**config.mk**
```make
export PLATFORM = sky130hd
export DESIGN_NAME = pipe_skid_stage_flat
export DESIGN_NICKNAME = d
export VERILOG_FILES = /design/src/rtl/pipe_skid_stage_if.sv /design/src/rtl/pipe_skid_stage.sv /design/src/flat_wrapper.sv
export SDC_FILE = /design/constraint.sdc
export NUM_CORES = 1
export LEC_CHECK = 0
export CORE_MARGIN = 5
export CORE_UTILIZATION = 28
export CTS_BUF_LIST = sky130_fd_sc_hd__clkbuf_16
export CTS_CLUSTER_SIZE = 8
export DETAILED_ROUTE_END_ITERATION = 8
export PLACE_DENSITY = 0.53
export SKIP_CTS_REPAIR_TIMING = 1
export SLEW_MARGIN = 10
export SYNTH_ARGS = -nofsm -noshare
export SYNTH_HDL_FRONTEND = slang
export SYNTH_SLANG_ARGS = --single-unit
```
**constraint.sdc**
```tcl
create_clock -name clk -period 14.1 [get_ports clk]
set_input_delay 2.82 -clock clk [delete_from_list [all_inputs] [get_ports clk]]
set_output_delay 2.82 -clock clk [all_outputs]
set_load 0.005 [all_outputs]
```
**src/rtl/pipe_skid_stage_if.sv**
```systemverilog
// Handshake and payload bundle between the ID stage, the skid stage and EX.
// The slave modport is the stage itself; master is the surrounding environment.
interface pipe_skid_stage_if #(
  parameter int DATA_W  = 32,
  parameter int NUM_OPS = 3,
  parameter int CTRL_W  = 9,
  parameter int ADDR_W  = 5
);
  logic                        in_valid;
  logic                        in_ready;
  logic [CTRL_W-1:0]           in_ctrl;
  logic [NUM_OPS*DATA_W-1:0]   in_data;
  logic [3*ADDR_W-1:0]         in_addr;
  logic                        out_valid;
  logic                        out_ready;
  logic [CTRL_W-1:0]           out_ctrl;
  logic [NUM_OPS*DATA_W-1:0]   out_data;
  logic [3*ADDR_W-1:0]         out_addr;
  logic [1:0]                  occupancy;

  modport slave (
    input  in_valid, in_ctrl, in_data, in_addr, out_ready,
    output in_ready, out_valid, out_ctrl, out_data, out_addr, occupancy
  );

  modport master (
    output in_valid, in_ctrl, in_data, in_addr, out_ready,
    input  in_ready, out_valid, out_ctrl, out_data, out_addr, occupancy
  );
endinterface

```
**src/rtl/pipe_skid_stage.sv**
```systemverilog
// ID/EX pipeline register with a one-entry skid buffer: fully registered
// handshake in both directions, strict FIFO order, flush kills both entries.
module pipe_skid_stage #(
  parameter int DATA_W  = 32,
  parameter int NUM_OPS = 3,
  parameter int CTRL_W  = 9,
  parameter int ADDR_W  = 5
) (
  input logic               clk,
  input logic               reset,
  input logic               flush,
  pipe_skid_stage_if.slave  bus
);
  localparam int DW = NUM_OPS * DATA_W;
  localparam int AW = 3 * ADDR_W;

  typedef enum logic [1:0] {
    ST_EMPTY = 2'd0,
    ST_ONE   = 2'd1,
    ST_TWO   = 2'd2
  } state_t;

  state_t            state_r, state_s;
  logic [CTRL_W-1:0] main_ctrl_r, main_ctrl_s, skid_ctrl_r, skid_ctrl_s;
  logic [DW-1:0]     main_data_r, main_data_s, skid_data_r, skid_data_s;
  logic [AW-1:0]     main_addr_r, main_addr_s, skid_addr_r, skid_addr_s;
  logic              in_ready_r, out_valid_r;
  logic [1:0]        occupancy_r, occupancy_s;
  logic              in_xfer_s, out_xfer_s;

  assign in_xfer_s  = bus.in_valid & in_ready_r;
  assign out_xfer_s = out_valid_r & bus.out_ready;

  // Next-state and payload steering; main ctrl is zeroed whenever the stage empties.
  always_comb begin
    state_s     = state_r;
    main_ctrl_s = main_ctrl_r;
    main_data_s = main_data_r;
    main_addr_s = main_addr_r;
    skid_ctrl_s = skid_ctrl_r;
    skid_data_s = skid_data_r;
    skid_addr_s = skid_addr_r;
    if (flush) begin
      state_s     = ST_EMPTY;
      main_ctrl_s = {CTRL_W{1'b0}};
    end else begin
      case (state_r)
        ST_EMPTY: begin
          if (in_xfer_s) begin
            state_s     = ST_ONE;
            main_ctrl_s = bus.in_ctrl;
            main_data_s = bus.in_data;
            main_addr_s = bus.in_addr;
          end else begin
            state_s = ST_EMPTY;
          end
        end
        ST_ONE: begin
          case ({in_xfer_s, out_xfer_s})
            2'b10: begin
              state_s     = ST_TWO;
              skid_ctrl_s = bus.in_ctrl;
              skid_data_s = bus.in_data;
              skid_addr_s = bus.in_addr;
            end
            2'b01: begin
              state_s     = ST_EMPTY;
              main_ctrl_s = {CTRL_W{1'b0}};
            end
            2'b11: begin
              state_s     = ST_ONE;
              main_ctrl_s = bus.in_ctrl;
              main_data_s = bus.in_data;
              main_addr_s = bus.in_addr;
            end
            default: state_s = ST_ONE;
          endcase
        end
        ST_TWO: begin
          if (out_xfer_s) begin
            state_s     = ST_ONE;
            main_ctrl_s = skid_ctrl_r;
            main_data_s = skid_data_r;
            main_addr_s = skid_addr_r;
          end else begin
            state_s = ST_TWO;
          end
        end
        default: begin
          state_s     = ST_EMPTY;
          main_ctrl_s = {CTRL_W{1'b0}};
        end
      endcase
    end
  end

  // Occupancy encoding of the next state.
  always_comb begin
    occupancy_s = 2'd0;
    case (state_s)
      ST_EMPTY: occupancy_s = 2'd0;
      ST_ONE:   occupancy_s = 2'd1;
      ST_TWO:   occupancy_s = 2'd2;
      default:  occupancy_s = 2'd0;
    endcase
  end

  // State, payload and handshake flops; in_ready never depends on out_ready combinationally.
  always_ff @(posedge clk or posedge reset) begin
    if (reset) begin
      state_r     <= ST_EMPTY;
      main_ctrl_r <= {CTRL_W{1'b0}};
      main_data_r <= {DW{1'b0}};
      main_addr_r <= {AW{1'b0}};
      skid_ctrl_r <= {CTRL_W{1'b0}};
      skid_data_r <= {DW{1'b0}};
      skid_addr_r <= {AW{1'b0}};
      in_ready_r  <= 1'b1;
      out_valid_r <= 1'b0;
      occupancy_r <= 2'd0;
    end else begin
      state_r     <= state_s;
      main_ctrl_r <= main_ctrl_s;
      main_data_r <= main_data_s;
      main_addr_r <= main_addr_s;
      skid_ctrl_r <= skid_ctrl_s;
      skid_data_r <= skid_data_s;
      skid_addr_r <= skid_addr_s;
      in_ready_r  <= (state_s != ST_TWO);
      out_valid_r <= (state_s != ST_EMPTY);
      occupancy_r <= occupancy_s;
    end
  end

  assign bus.in_ready  = in_ready_r;
  assign bus.out_valid = out_valid_r;
  assign bus.out_ctrl  = main_ctrl_r;
  assign bus.out_data  = main_data_r;
  assign bus.out_addr  = main_addr_r;
  assign bus.occupancy = occupancy_r;
endmodule
```
**src/flat_wrapper.sv**
```systemverilog
// flat-port wrapper written by rule: the top's interface ports become plain ports
module pipe_skid_stage_flat 
#(
  parameter int DATA_W  = 32,
  parameter int NUM_OPS = 3,
  parameter int CTRL_W  = 9,
  parameter int ADDR_W  = 5
)
  (clk, reset, flush, bus_in_valid, bus_in_ctrl, bus_in_data, bus_in_addr, bus_out_ready, bus_in_ready, bus_out_valid, bus_out_ctrl, bus_out_data, bus_out_addr, bus_occupancy);
  pipe_skid_stage_if #(.DATA_W(DATA_W), .NUM_OPS(NUM_OPS), .CTRL_W(CTRL_W), .ADDR_W(ADDR_W)) bus_i ();
  input logic clk;
  input logic reset;
  input logic flush;
  input wire logic [$bits(bus_i.in_valid)-1:0] bus_in_valid;
  input wire logic [$bits(bus_i.in_ctrl)-1:0] bus_in_ctrl;
  input wire logic [$bits(bus_i.in_data)-1:0] bus_in_data;
  input wire logic [$bits(bus_i.in_addr)-1:0] bus_in_addr;
  input wire logic [$bits(bus_i.out_ready)-1:0] bus_out_ready;
  output wire logic [$bits(bus_i.in_ready)-1:0] bus_in_ready;
  output wire logic [$bits(bus_i.out_valid)-1:0] bus_out_valid;
  output wire logic [$bits(bus_i.out_ctrl)-1:0] bus_out_ctrl;
  output wire logic [$bits(bus_i.out_data)-1:0] bus_out_data;
  output wire logic [$bits(bus_i.out_addr)-1:0] bus_out_addr;
  output wire logic [$bits(bus_i.occupancy)-1:0] bus_occupancy;
  assign bus_i.in_valid = bus_in_valid;
  assign bus_i.in_ctrl = bus_in_ctrl;
  assign bus_i.in_data = bus_in_data;
  assign bus_i.in_addr = bus_in_addr;
  assign bus_i.out_ready = bus_out_ready;
  assign bus_in_ready = bus_i.in_ready;
  assign bus_out_valid = bus_i.out_valid;
  assign bus_out_ctrl = bus_i.out_ctrl;
  assign bus_out_data = bus_i.out_data;
  assign bus_out_addr = bus_i.out_addr;
  assign bus_occupancy = bus_i.occupancy;
  pipe_skid_stage #(.DATA_W(DATA_W), .NUM_OPS(NUM_OPS), .CTRL_W(CTRL_W), .ADDR_W(ADDR_W)) u_core (.clk(clk), .reset(reset), .flush(flush), .bus(bus_i));
endmodule
```
Word-level counts from Yosys, hierarchy flattened:

Cells that the tools add are included.
W data, S select, Z words.

* logic and storage cells: 52
* output and inout port bits: 124
* bits of input ports: 125
* register bits: 246

* mux-type cells: 19
* reductions and logical operators: 6
* equal/unequal tests: 14
* bitwise logic cells: 3

Operator list (number)
* $mux W96: 3
* $pmux W96 S3: 1
* $mux W15: 3
* $pmux W15 S3: 1
* $mux W9: 3
* $pmux W9 S3: 1
* $pmux W9 S2: 1
* $eq A2 B2 Y1 const B: 4
* $pmux W2 S2: 2
* $eq A2 B1 Y1 const B: 3
* $ne A3 B2 Y1 const B: 2
* $pmux W2 S3: 1
* $reduce_and A3 Y1: 2
* $reduce_and A5 Y1: 1
* $mux W2: 2
* $ne A2 B1 Y1 const B: 2
* $ne A2 B2 Y1 const B: 2
* $ne A4 B3 Y1 const B: 1
* $reduce_bool A3 Y1: 1
* $and A1 B1 Y1: 2
* $logic_not A2 Y1: 1
* $reduce_bool A2 Y1: 1
* $mux W1: 1
* $not A1 Y1: 1

Longest topological paths before layout:

Gate-level depths: netlist of the first run.

* depth in word-level cells: 7
* gate-level depth with buffers: 7
* mapped depth without buffers: 4

Worst setup path before layout of the first run:

Ideal clock, no wire load.

* path type: input to register
* from: input bus_out_ready
* to: register u_core.skid_addr_r[0]
* buffers on the path: 2
* setup time: 0.125 ns
* required time: 13.975 ns
* arrival time: 4.034 ns
* setup slack: 9.941 ns
* stages on the path: 6
* cell sequence: nand2_1 -> nand2_1 -> or4_4 -> buf_6 -> buf_6 -> mux2_4

* cells in the longest elaborated chain, start to end: 3

RTL lines
* from (decl): RTL line flat_wrapper.sv:18 `input wire logic [$bits(bus_i.out_ready)-1:0] bus_out_ready;`
* $and A1 B1 Y1: RTL line pipe_skid_stage.sv:32 `assign out_xfer_s = out_valid_r & bus.out_ready;`
* $eq A2 B2 Y1: RTL line pipe_skid_stage.sv:59 `case ({in_xfer_s, out_xfer_s})`
* $reduce_and A3 Y1 (no source line)
* to (signal assigned): RTL line pipe_skid_stage.sv:117 `skid_addr_r <= {AW{1'b0}};`
* to (signal assigned): RTL line pipe_skid_stage.sv:128 `skid_addr_r <= skid_addr_s;`
* to (decl): RTL line pipe_skid_stage.sv:26 `logic [AW-1:0] main_addr_r, main_addr_s, skid_addr_r, skid_addr_s;`

Every way passes these cells.
A chain may end at the register's enable or synchronous reset.

Worst setup path after layout of the first run:

* from: input bus_out_ready
* to: register u_core.skid_data_r[35]

* cells in the longest elaborated chain, start to end: 3

RTL lines
* $and A1 B1 Y1: RTL line pipe_skid_stage.sv:32
* $eq A2 B2 Y1: RTL line pipe_skid_stage.sv:59
* $reduce_and A3 Y1 (no source line)
* to (signal assigned): RTL line pipe_skid_stage.sv:116 `skid_data_r <= {DW{1'b0}};`
* to (signal assigned): RTL line pipe_skid_stage.sv:127 `skid_data_r <= skid_data_s;`
* to (decl): RTL line pipe_skid_stage.sv:25 `logic [DW-1:0] main_data_r, main_data_s, skid_data_r, skid_data_s;`

Every way passes these cells.

==> results_dict.tcl, run 1 <==
set metrics [dict create \
    status "finished clean" \
    rsz0062_at_grt "false" \
    clock_sinks 246 \
    die_h_um 208 \
    first_global_vias 7982 \
    avgRoutedWirePerCell_um 19.7 \
    num_vias 7354 \
    synthSimpleGateAreaFrac 0.00972 \
    synth_top_family_by_area "multiplexers" \
    finalWirelength_um 31200 \
    critPathLaunchType "input pin" \
    fmax_mhz 175 \
    path_max_fanout 53 \
    core_um2 38600 \
    synthCells 821 \
    arrival_ns 6.10 \
    track_usage 0.140 \
    fp-row-count 72 \
    end_kind "flop" \
    period_share 0.405 \
    dr.pass1.iters 4 \
    syn_to_final_growth_pct 35.8 \
    nNetsFinal 1177 \
    synth_fa_ha_area_frac 0 \
    min_path_type "flop to flop" \
    final_common_cell "clkdlybuf4s50_1" \
    drive_gt1_frac 0.180 \
    fillers 3737 \
    slew_headroom 0.303 \
    diodes 0 \
    synth.largest_area_cell "dfrtp_1" \
    clk_latency_ns 0.51 \
    synth_seq_cells 246 \
    io_buffers 248 \
    setup_tns_ns 0 \
    slew_viol_final 0 \
    first_iter_violations 278 \
    synth_xor_area_frac 0 \
    cap_viol_max_count 0 \
    syn_area_per_cell_um2 13.3 \
    design_area_um2 14900 \
    hold_viol_final 0 \
    dp_hpwl_um 19000 \
    ant_nets 0 \
    cts_root_buffer "clkbuf_16" \
    synth_area_um2 10900 \
    clk_pin_slew_worst_paths_ns 0.05 \
    cts_tree "yes" \
    setup_viol 0 \
    vias_per_cell 4.65 \
    overflow 0 \
    required_ns 14.49 \
    ctsLongestPathBuffers 3 \
    yosysSeqAreaShare 0.563 \
    io-pin-count 249 \
    post_dp_cell_area_um2 13800 \
    fp.dieW_um 208 \
    synth.net_count 946 \
    period_needed_ns 5.71 \
    p_leak_nw 7.15 \
    grt_max_degree 113 \
    synth.area.mux_share 0.277 \
    worst_slew_pin_slew_ns 1.05 \
    finalClockSkew_ns 0.0122 \
    critPathKind "input pin to flop" \
    powerDensity_nw_per_um2 172 \
    yosysWarnings 0 \
    htreeDepth 2 \
    grt_first_pass_wirelength_um 48800 \
    dieArea_um2 43100 \
    final_cell_mix "clkdlybuf4s50_1, dfrtp_1, o21ai_0" \
    synth_cell_types 33 \
    initial_core_util 0.283 \
    drc 0 \
    synth-compound-area-share 0.115 \
    irDropWorstVdd_mv 0.0638 \
    gp_congestion 0.700 \
    yosys-top-cells-area "dfrtp_1, mux2_4, mux2i_1, o21ai_0, mux2_2" \
    antenna_found_initial 2 \
    synth.top_cell.area_share 0.560 \
    cts_made_buffers 37 \
]
[final timing paths]
check | slack, ns | cells after the start | startpoint | to
worst max-delay path | 8.39 | 7 | bus_out_ready | u_core.skid_data_r[35]
worst min-delay path | 0.50 | 1 | u_core.skid_data_r[86] | u_core.skid_data_r[86]
worst max register to register | 10.34 | 4 | u_core.state_r[1] | u_core.skid_data_r[35]
worst min register to register | 0.50 | 1 | u_core.skid_data_r[86] | u_core.skid_data_r[86]
max in group asynchronous | 9.65 | 3 | reset | u_core.skid_data_r[40]
min in group asynchronous | 2.86 | 2 | reset | u_core.skid_data_r[32]
[cell type report]
type                    instances  area (um2)  share of cell area
clock buffers                  39         976              0.0657
flip-flops and latches        246        6160               0.414
well taps                     518         648              0.0436
clock inverters                13        80.1             0.00539
repair buffers                258        2550               0.172
multi-input cells             504        4410               0.297
inverters                       5        26.3             0.00177
[flip-flops by register name, summed over array words and instances, names as in the netlist]
signal and count:
u_core.skid_addr_r 15, u_core.bus.occupancy 2, u_core.bus.out_addr 15, u_core.skid_ctrl_r 9
u_core.bus.out_data 96, u_core.bus.out_ctrl 9, u_core.bus.out_valid 1, u_core.bus.in_ready 1
u_core.state_r 2, u_core.skid_data_r 96
[critical path: stages]
cell,delay [ns]
clkdlybuf4s50_1,0.49
nand2_1,0.13
nand2_1,0.11
or4_4,0.53
buf_4,0.88
buf_4,0.69
mux2_4,0.35
[cells by family (layout without fill, tap and decap cells)]
logic type / Yosys count / in the layout
mux: 249 / 249
flops: 246 / 246
compound gates: 240 / 240
buf+inv: 71 / 315
simple gates: 15 / 15
[per-layer routing]
| layer | track usage | routed length (um) |
|---|---|---|
| met1 | 0.188 | 14200 |
| met2 | 0.221 | 14300 |
| met3 | 0.0419 | 1830 |
| met4 | 0.0403 | 771 |
| met5 | 0 | 40 |
[where the power goes]
group	total (mW)	internal (mW)	leakage (nW)	switching, mW
logic	0.652	0.430	3.57	0.222
registers	1.09	0.950	3.03	0.135
clock network	0.820	0.506	0.550	0.314
total	2.56	1.89	7.15	0.671
[cells in the mapped netlist]
| library cell | number |
|---|---|
| dfrtp_1 | 245 |
| o21ai_0 | 223 |
| mux2i_1 | 120 |
| mux2_4 | 100 |
| mux2_2 | 29 |
| buf_2 | 26 |
| clkbuf_1 | 22 |
| buf_6 | 11 |
| o2bb2ai_1 | 9 |
| buf_1 | 6 |
| inv_1 | 4 |
| a21oi_1 | 3 |
| nand2_1 | 3 |
| a211o_1 | 1 |
| a211oi_2 | 1 |
| a21o_1 | 1 |
| a221oi_2 | 1 |
| and3_1 | 1 |
| and4_1 | 1 |
| and4b_1 | 1 |
| and4bb_2 | 1 |
| buf_4 | 1 |
| dfstp_2 | 1 |
| inv_2 | 1 |
| nand2b_1 | 1 |
| nand3_1 | 1 |
| nand4_1 | 1 |
| nor2_1 | 1 |
| nor4_2 | 1 |
| o21bai_1 | 1 |
| or2_1 | 1 |
| or2_2 | 1 |
| or4_4 | 1 |
[through the flow]
step	setup slack (ns)	instances	util	hold slack, ns	total power, mW
after floorplan	4.52	821	-	0.479	1.42
after global placement	7.80	1531	0.357	0.487	1.74
after detailed placement	7.77	1531	0.357	0.492	1.76
after CTS	8.34	1583	0.384	0.503	2.60
after global routing	8.22	1583	0.384	0.510	2.70
final	8.39	1583	0.384	0.502	2.56
Note: power is estimated with default switching activity, not from simulation.
==> run 2: changes to the inputs <==
==> constraint.sdc (replaced) <==
create_clock -name clk -period 5.55 [get_ports clk]
set_input_delay 1.11 -clock clk [delete_from_list [all_inputs] [get_ports clk]]
set_output_delay 1.11 -clock clk [all_outputs]
set_load 0.005 [all_outputs]
==> run 2 against run 1 <==
  * Global-route usage is 0.090 points lower
  * Total power is 150% higher
  * Register-to-register slack worse by 7.9 ns
  * Clock skew is 0.0018 ns higher
  * Final area is 0.19% lower
  * Setup slack worse by 6.0 ns
  * Cell count is 0.32% lower
  * Largest cell class unchanged
  * Highest routed layer unchanged
==> results_dict.tcl, run 2 (synthesis gave the netlist of run 1 again) <==
set metrics [dict create \
    status "finished clean" \
    critPathKind "input pin to flop" \
    r2r_slack_ns 2.44 \
    io_buffers 248 \
    cts_tree "yes" \
    final_cell_mix "clkdlybuf4s50_1, dfrtp_1, o21ai_0" \
    required_ns 5.97 \
    ctsLongestPathBuffers 3 \
    first_global_vias 8044 \
    finalWirelength_um 30500 \
    final_common_cell "clkdlybuf4s50_1" \
    ant_nets 0 \
    dieArea_um2 43100 \
    rsz0062_at_grt "false" \
    irDropWorstVdd_mv 0.154 \
    nNetsFinal 1175 \
    slew_headroom 0.328 \
    critPathLaunchType "input pin" \
    fp-row-count 72 \
    cts_made_buffers 36 \
    setup_viol 0 \
    gp_congestion 0.697 \
    initial_core_util 0.283 \
    arrival_ns 3.60 \
    period_share 0.573 \
    drive_gt1_frac 0.177 \
    timing.hold.ws_ns 0.500 \
    period_needed_ns 3.18 \
    dr.pass1.iters 4 \
    path_max_fanout 68 \
    rr_worst_depth 6 \
    clk_pin_slew_worst_paths_ns 0.05 \
    grt_max_degree 112 \
    rr_startpoint "u_core.state_r[1]" \
    p_leak_nw 7.13 \
    grt_first_pass_wirelength_um 48800 \
    register_area_um2 6160 \
    endpoint "u_core.bus.out_data[34]" \
    io-pin-count 249 \
    antenna_found_initial 3 \
    slew_viol_final 0 \
    core_um2 38600 \
    clock_sinks 246 \
    timing.rr.end "u_core.bus.out_data[34]" \
    htreeDepth 2 \
    cts_root_buffer "clkbuf_16" \
    vias_per_cell 4.70 \
    num_vias 7422 \
    syn_to_final_growth_pct 35.6 \
    drc 0 \
    finalClockSkew_ns 0.0140 \
    setup_tns_ns 0 \
    powerDensity_nw_per_um2 429 \
    cap_viol_max_count 0 \
    fillers 3698 \
    multiInputGateArea_um2 4410 \
    hold_viol_final 0 \
    track_usage 0.139 \
    cp-startpoint "bus_in_valid" \
    fmax_mhz 314 \
    min_path_type "flop to flop" \
    clk_latency_ns 0.52 \
    die_h_um 208 \
    dp_hpwl_um 18000 \
    worst_slew_pin_slew_ns 0.999 \
    avgRoutedWirePerCell_um 19.3 \
    end_kind "flop" \
    fp.dieW_um 208 \
    first_iter_violations 298 \
    overflow 0 \
]
-- run 2: through the flow --
| stage | setup WS (ns) | utilization | total power, mW | cells | instance area, um2 |
|---|---|---|---|---|---|
| after floorplan | 1.21 | - | 3.60 | 821 | 10900 |
| after global placement | 1.89 | 0.359 | 4.42 | 1530 | 13900 |
| after detailed placement | 1.85 | 0.359 | 4.45 | 1530 | 13900 |
| after CTS | 2.38 | 0.384 | 6.47 | 1576 | 14800 |
| after global routing | 2.21 | 0.384 | 6.72 | 1578 | 14800 |
| final | 2.37 | 0.384 | 6.36 | 1578 | 14800 |
-- run 2: where the power goes --
group / internal (mW) / total [mW] / leakage, nW / switching, mW
sequential: 2.41 / 2.74 / 3.03 / 0.328
combinational: 1.10 / 1.67 / 3.59 / 0.569
clock: 1.17 / 1.95 / 0.504 / 0.776
total: 4.68 / 6.36 / 7.13 / 1.67
-- run 2: layer usage --
layer / vias up / part of all wire / global-route usage
met5: - / 0.00043 / 0
met1: 3804 / 0.46 / 0.186
li1: 3414 / - / -
met3: 41 / 0.056 / 0.0391
met2: 161 / 0.46 / 0.217
met4: 2 / 0.021 / 0.0498
-- run 2: worst min path at each step --
| stage | start | to | cells past startpoint |
|---|---|---|---|
| after global placement | u_core.skid_addr_r[12] | u_core.skid_addr_r[12] | 1 |
| final | u_core.skid_addr_r[12] | u_core.skid_addr_r[12] | 1 |
| after global routing | u_core.skid_addr_r[12] | u_core.skid_addr_r[12] | 1 |
| after CTS | u_core.skid_addr_r[4] | u_core.skid_addr_r[4] | 1 |
| after floorplan | u_core.skid_addr_r[10] | u_core.skid_addr_r[10] | 1 |
| after detailed placement | u_core.skid_data_r[21] | u_core.skid_data_r[21] | 1 |
-- run 2: final cells by class --
class,instances,area share
multi-input combinational,504,0.298
antenna,2,0.000337
clock buffer,37,0.0624
clock inverter,9,0.00228
timing repair buffer,257,0.177
inverter,5,0.00152
sequential,246,0.415
tap,518,0.0437
-- run 2: worst max-delay path, stage by stage --
cell	delay, ns
clkdlybuf4s50_1	0.46
and4bb_2	0.29
a211oi_4	0.22
buf_4	0.44
buf_4	0.66
o21ai_0	0.16
o21ai_0	0.13
